<file path="config.mk">
export PLATFORM = sky130hd
export DESIGN_NAME = mc_tag_lookup
export DESIGN_NICKNAME = d
export VERILOG_FILES = /design/src/rtl/mc_tag_lookup.sv
export SDC_FILE = /design/constraint.sdc
export NUM_CORES = 1
export LEC_CHECK = 0
export CAP_MARGIN = 0
export CORE_ASPECT_RATIO = 0.6
export CORE_UTILIZATION = 47
export CTS_CLUSTER_SIZE = 30
export DETAILED_ROUTE_END_ITERATION = 8
export GPL_ROUTABILITY_DRIVEN = 0
export GPL_TIMING_DRIVEN = 1
export PLACE_DENSITY_LB_ADDON = 0.05
export SLEW_MARGIN = 10
export SYNTH_ARGS = -nofsm -noshare
export SYNTH_HDL_FRONTEND = slang
export SYNTH_SLANG_ARGS = --single-unit
</file>
<file path="constraint.sdc">
create_clock -name clk -period 3.9 [get_ports clk]
set_input_delay 0.78 -clock clk [delete_from_list [all_inputs] [get_ports clk]]
set_output_delay 0.78 -clock clk [all_outputs]
set_load 0.05 [all_outputs]
</file>
<file path="src/rtl/mc_tag_lookup.sv">
// rtl/mc_tag_lookup.sv - tag lookup / victim selection / tag RAM writeback controller
module mc_tag_lookup #(
  parameter int N_WAYS    = 2,
  parameter int IDX_WIDTH = 8,
  parameter int TAG_WIDTH = 12,
  parameter int AGE_WIDTH = 2,
  parameter int WL        = (N_WAYS > 2) ? $clog2(N_WAYS) : 1
) (
  input  logic                          clk,
  input  logic                          rst,
  input  logic                          req_valid,
  output logic                          req_ready,
  input  logic [IDX_WIDTH-1:0]          req_idx,
  input  logic [TAG_WIDTH-1:0]          req_tag,
  input  logic                          req_write,
  output logic                          resp_valid,
  input  logic                          resp_ready,
  output logic                          resp_hit,
  output logic [WL-1:0]                 resp_way,
  output logic                          resp_evict,
  output logic [TAG_WIDTH-1:0]          resp_evict_tag,
  output logic                          init_done,
  output logic [IDX_WIDTH-1:0]          tr_idx,
  output logic                          tr_ena,
  input  logic [N_WAYS-1:0]             tr_valid,
  input  logic [N_WAYS-1:0]             tr_dirty,
  input  logic [N_WAYS*AGE_WIDTH-1:0]   tr_age,
  input  logic [N_WAYS*TAG_WIDTH-1:0]   tr_tag,
  output logic [IDX_WIDTH-1:0]          tw_idx,
  output logic [N_WAYS-1:0]             tw_ena,
  output logic [N_WAYS-1:0]             tw_valid_we,
  output logic [N_WAYS-1:0]             tw_dirty_we,
  output logic [N_WAYS-1:0]             tw_tag_we,
  output logic [N_WAYS-1:0]             tw_age_we,
  output logic                          tw_valid,
  output logic                          tw_dirty,
  output logic [TAG_WIDTH-1:0]          tw_tag,
  output logic [N_WAYS*AGE_WIDTH-1:0]   tw_age
);

  localparam logic [2:0] S_INIT    = 3'd0;
  localparam logic [2:0] S_IDLE    = 3'd1;
  localparam logic [2:0] S_LOOKUP  = 3'd2;
  localparam logic [2:0] S_COMPARE = 3'd3;
  localparam logic [2:0] S_RESP    = 3'd4;

  logic [2:0]                  r_state;
  logic [IDX_WIDTH:0]          r_cnt;
  logic [IDX_WIDTH-1:0]        r_idx;
  logic [TAG_WIDTH-1:0]        r_tag;
  logic                        r_write;
  logic [N_WAYS*AGE_WIDTH-1:0] r_age;

  logic                        w_hit;
  logic [WL-1:0]               w_hit_way;
  logic                        w_inv;
  logic [WL-1:0]               w_inv_way;
  logic [WL-1:0]               w_max_way;
  logic [AGE_WIDTH-1:0]        w_max_age;
  logic [WL-1:0]               w_sel;
  logic [AGE_WIDTH-1:0]        w_sel_age;
  logic [AGE_WIDTH-1:0]        w_cur_age;
  logic [N_WAYS*AGE_WIDTH-1:0] w_new_age;
  logic [N_WAYS*AGE_WIDTH-1:0] w_init_age;
  logic [N_WAYS-1:0]           w_sel_onehot;

  // Descending scans leave the lowest matching way as the winner.
  always_comb begin
    w_hit     = 1'b0;
    w_hit_way = '0;
    w_inv     = 1'b0;
    w_inv_way = '0;
    for (int w = N_WAYS - 1; w >= 0; w--) begin
      if (tr_valid[w] && (tr_tag[w*TAG_WIDTH +: TAG_WIDTH] == r_tag)) begin
        w_hit     = 1'b1;
        w_hit_way = WL'(w);
      end
      if (!tr_valid[w]) begin
        w_inv     = 1'b1;
        w_inv_way = WL'(w);
      end
    end
    w_max_way = '0;
    w_max_age = tr_age[AGE_WIDTH-1:0];
    for (int w = 1; w < N_WAYS; w++) begin
      if (tr_age[w*AGE_WIDTH +: AGE_WIDTH] > w_max_age) begin
        w_max_age = tr_age[w*AGE_WIDTH +: AGE_WIDTH];
        w_max_way = WL'(w);
      end
    end
    if (w_hit)      w_sel = w_hit_way;
    else if (w_inv) w_sel = w_inv_way;
    else            w_sel = w_max_way;
  end

  // LRU update: selected way becomes youngest, younger ways age by one.
  always_comb begin
    w_sel_age    = r_age[int'(resp_way)*AGE_WIDTH +: AGE_WIDTH];
    w_sel_onehot = N_WAYS'(1) << resp_way;
    w_new_age    = '0;
    w_init_age   = '0;
    w_cur_age    = '0;
    for (int w = 0; w < N_WAYS; w++) begin
      w_cur_age = r_age[w*AGE_WIDTH +: AGE_WIDTH];
      if (WL'(w) == resp_way)
        w_new_age[w*AGE_WIDTH +: AGE_WIDTH] = '0;
      else if (w_cur_age < w_sel_age)
        w_new_age[w*AGE_WIDTH +: AGE_WIDTH] = w_cur_age + AGE_WIDTH'(1);
      else
        w_new_age[w*AGE_WIDTH +: AGE_WIDTH] = w_cur_age;
      w_init_age[w*AGE_WIDTH +: AGE_WIDTH] = AGE_WIDTH'(w);
    end
  end

  always_ff @(posedge clk or posedge rst) begin
    if (rst) begin
      r_state        <= S_INIT;
      r_cnt          <= '0;
      r_idx          <= '0;
      r_tag          <= '0;
      r_write        <= 1'b0;
      r_age          <= '0;
      req_ready      <= 1'b0;
      resp_valid     <= 1'b0;
      resp_hit       <= 1'b0;
      resp_way       <= '0;
      resp_evict     <= 1'b0;
      resp_evict_tag <= '0;
      init_done      <= 1'b0;
      tr_idx         <= '0;
      tr_ena         <= 1'b0;
      tw_idx         <= '0;
      tw_ena         <= '0;
      tw_valid_we    <= '0;
      tw_dirty_we    <= '0;
      tw_tag_we      <= '0;
      tw_age_we      <= '0;
      tw_valid       <= 1'b0;
      tw_dirty       <= 1'b0;
      tw_tag         <= '0;
      tw_age         <= '0;
    end else begin
      tr_ena      <= 1'b0;
      tw_ena      <= '0;
      tw_valid_we <= '0;
      tw_dirty_we <= '0;
      tw_tag_we   <= '0;
      tw_age_we   <= '0;
      case (r_state)
        S_INIT: begin
          if (!r_cnt[IDX_WIDTH]) begin
            tw_ena      <= '1;
            tw_valid_we <= '1;
            tw_dirty_we <= '1;
            tw_tag_we   <= '1;
            tw_age_we   <= '1;
            tw_idx      <= r_cnt[IDX_WIDTH-1:0];
            tw_valid    <= 1'b0;
            tw_dirty    <= 1'b0;
            tw_tag      <= '0;
            tw_age      <= w_init_age;
            r_cnt       <= r_cnt + 1'b1;
          end else begin
            init_done <= 1'b1;
            r_state   <= S_IDLE;
          end
        end
        // req_ready rises one cycle after entry so a following lookup never
        // races the writeback issued on the way in.
        S_IDLE: begin
          if (req_ready && req_valid) begin
            r_idx     <= req_idx;
            r_tag     <= req_tag;
            r_write   <= req_write;
            req_ready <= 1'b0;
            tr_ena    <= 1'b1;
            tr_idx    <= req_idx;
            r_state   <= S_LOOKUP;
          end else begin
            req_ready <= 1'b1;
          end
        end
        S_LOOKUP: r_state <= S_COMPARE;
        S_COMPARE: begin
          resp_hit       <= w_hit;
          resp_way       <= w_sel;
          resp_evict     <= !w_hit && tr_valid[w_sel] && tr_dirty[w_sel];
          resp_evict_tag <= tr_tag[int'(w_sel)*TAG_WIDTH +: TAG_WIDTH];
          r_age          <= tr_age;
          resp_valid     <= 1'b1;
          r_state        <= S_RESP;
        end
        S_RESP: begin
          if (resp_ready) begin
            resp_valid <= 1'b0;
            tw_ena     <= '1;
            tw_age_we  <= '1;
            tw_idx     <= r_idx;
            tw_age     <= w_new_age;
            tw_valid   <= 1'b1;
            tw_tag     <= r_tag;
            if (resp_hit) begin
              tw_dirty_we <= w_sel_onehot & {N_WAYS{r_write}};
              tw_dirty    <= 1'b1;
            end else begin
              tw_valid_we <= w_sel_onehot;
              tw_tag_we   <= w_sel_onehot;
              tw_dirty_we <= w_sel_onehot;
              tw_dirty    <= r_write;
            end
            r_state <= S_IDLE;
          end
        end
        default: r_state <= S_INIT;
      endcase
    end
  end

endmodule

</file>
==> flow_summary.toml <==
[floorplanning]
pin_count = 120
fp-row-count = 25
die_w_um = 121
die_area_um2 = 8810
dieHeight_um = 73.1
core-area_um2 = 8010
initial_core_util = 0.495

[synth]
synthXorXnorAreaFrac = 0.0730
syn_avg_cell_area_um2 = 11.4
ys.warnings.count = 0
ys_seq_elements = 87
synth-simple-area-share = 0.113
syn_nets = 410
async_flop_share = 1.00
yosysSeqAreaShare = 0.550
synth_edf_count = 0
synthAdderAreaFrac = 0.0158
synth_cell_types = 37
synth_compound_area_frac = 0.0945
synth_top_family_by_area = "multiplexers"
synthFlopType = "dfrtp_1"
syn_inst = 348
syn_area_um2 = 3960
synth_mux_area_frac = 0.118

[worst_hold_path]
whs_path_depth = 2
hold_end = "resp_valid"
min_from = "resp_valid"
hold_class = "register to register"

[clock_tree]
htree_levels = 3
path_clk_slew_ps = 60
cts_buffer_depth = 2
cts_tree = "built"
cts_resized = 0
cts_hold_buf = 0
clock_latency_ps = 340
numCtsBuffers = 9
cts_setup_buffers = 0
cts.sinks = 87
clockRootBuffer = "clkbuf_16"

[sta]
setup_viol = 0
tightest_slew_ps = 979
fin_skew_ps = 8.25
rsz0062_at_grt = "false"
setup_tns_ps = 0
finalHoldViolCount = 0
fin_crit_ps = 2750
fmax_mhz = 364
slew_headroom = 0.347
final_max_slew_viol_count = 0
fin_crit_sh = 0.704

[worst_setup_path]
rr_startpoint = "r_tag[6]"
reg2regPathDepth = 6
path_max_fanout = 13
crit_family = "compound AO/OA/AOI/OAI gates"
cp-start-kind = "input port"
arrival_ps = 2910
crit_chain = "clkdlybuf4s50_1, inv_1, ha_1, nor2b_1, o21ai_0, a21boi_1, o21ai_4, mux2i_1, a21oi_1"
worstReg2RegEnd = "resp_evict_tag[10]"
crit_path_top_delay_cell = "o21ai_4"
critical_path_class = "input port to register"
crit_required_ps = 4070
r2r_slack_ps = 1750
slowest_delay_ps = 520
critPathCaptureType = "register"
crit_buf_inv = 2

[pwr]
power.leakage_nw = 2.37
combPwrFrac = 0.067
p_seq_frac = 0.480
totalPowerFinal_mw = 1.88
sw_frac_of_total = 0.208
switching_power_mw = 0.392
peakVddDrop_mv = 0.305
power_density_nw_per_um2 = 339
intPower_mw = 1.49
pwr-share-clk = 0.453

[finish]
nets = 526
num_antenna_cells = 0
mostFrequentLayoutCell = "clkdlybuf4s50_1"
multi_input_area_um2 = 1650
final_cell_mix = "119 x clkdlybuf4s50_1, 87 x dfrtp_1, 42 x nand2_1"
drive_gt1_frac = 0.109
seqCellArea_um2 = 2180
fillers = 646
final_area_um2 = 5550
area_growth_pct = 40.0

[route]
viasPerCell = 5.15
vias = 2973
drtIter0Drc = 188
drc_errors = 0
detail_route.first_pass.iterations = 4
ant_nets = 0
avgRoutedWirePerCell_um = 16.8
wl_um = 9710

[grt]
grt_pass1_vias = 3067
grtUsageTotal = 0.241
antenna_found_initial = 0
grt-ovfl-total = 0
grt_pass1_wl_um = 15800
grt_max_degree = 88

[place]
placed_cell_area_um2 = 5250
io_buffers = 119
place_hpwl_um = 7170

[job]
drv_cap = 0

[run_status]
status = "finished, final reports clean"
layer usage:
| layer | wire length, um | share of wire | vias to the layer above | global-route usage |
|---|---|---|---|---|
| met3 | 490 | 0.050 | 7 | 0.0641 |
| met2 | 4110 | 0.42 | 81 | 0.347 |
| li1 | - | - | 1426 | - |
| met4 | 65 | 0.0067 | 0 | 0.0576 |
| met1 | 5040 | 0.52 | 1459 | 0.361 |
| met5 | 0 | 0 | - | 0 |
worst max path at each step:
stage | startpoint | endpoint | slack (ps) | cells after the start
5_1_grt | tr_age[1] | resp_evict_tag[5] | 1010 | 9
2_1_floorplan | rst | init_done | 870 | 1
4_1_cts | tr_age[1] | resp_evict_tag[1] | 1190 | 9
6_report | tr_age[1] | resp_evict_tag[10] | 1160 | 9
3_5_place_dp | tr_age[1] | resp_evict_tag[1] | 840 | 9
3_3_place_gp | tr_age[1] | resp_evict_tag[1] | 910 | 9
area by class of cell:
class	count	share of cell area
well taps	108	0.0244
repair buffers	126	0.227
flip-flops and latches	87	0.393
multi-input cells	234	0.298
clock inverters	5	0.0102
clock buffers	11	0.0438
inverters	6	0.00429
metrics by stage:
stage / setup slack (ps) / instances / utilization / hold slack, ps
floorplan: 870 / 348 / - / 458
detailed placement: 844 / 561 / 0.655 / 464
finish: 1160 / 577 / 0.693 / 473
CTS: 1190 / 577 / 0.693 / 480
global route: 1010 / 577 / 0.693 / 514
global placement: 914 / 561 / 0.655 / 462
power groups by stage:
stage          Clock (mW)  Combinational (mW)  Sequential [mW]
2_1_floorplan           0              0.0525            0.919
3_3_place_gp            0               0.126            0.919
3_5_place_dp            0               0.127            0.919
4_1_cts             0.873               0.128            0.902
5_1_grt             0.908               0.138            0.902
6_report            0.852               0.126            0.903
synth_stat cells (all sizes together) (3+ instances only):
cell | count | share of area
dfrtp | 87 | 0.55
nand2 | 42 | 0.040
xnor2 | 31 | 0.069
mux2i | 23 | 0.058
nor2 | 22 | 0.021
mux2 | 21 | 0.060
o21ai | 20 | 0.028
a21oi | 15 | 0.019
a22o | 12 | 0.027
clkbuf | 11 | 0.010
buf | 10 | 0.020
inv | 6 | 0.0057
nand4 | 6 | 0.0095
ha | 5 | 0.016
nor2b | 5 | 0.0079
o31ai | 4 | 0.0076
and3 | 3 | 0.0047
nand3 | 3 | 0.0038
nor3 | 3 | 0.0038
cells by family after synthesis:
| logic type | after synthesis |
|---|---|
| muxes | 44 |
| and+or+nand+nor | 95 |
| xor gates and xnor gates | 33 |
| AOI/OAI and AO/OA | 57 |
| buffers and inverters | 27 |
| adders and majority gates | 5 |
| DFF | 87 |
flip-flops by register name, summed over array words and instances (netlist names), 4 cells and up:
register        count
tw_tag             12
r_idx               8
tw_idx              8
r_tag              12
r_age               4
tw_age              4
r_cnt               9
resp_evict_tag     12
worst register-to-register path, cell delays in order (launching register included):
cell	delay [ps]
dfrtp_1	450
xnor2_1	240
nand4_1	120
or4_4	550
o21ai_4	240
mux2i_1	290
a21oi_1	90
Note: power is estimated with default switching activity, not from simulation.
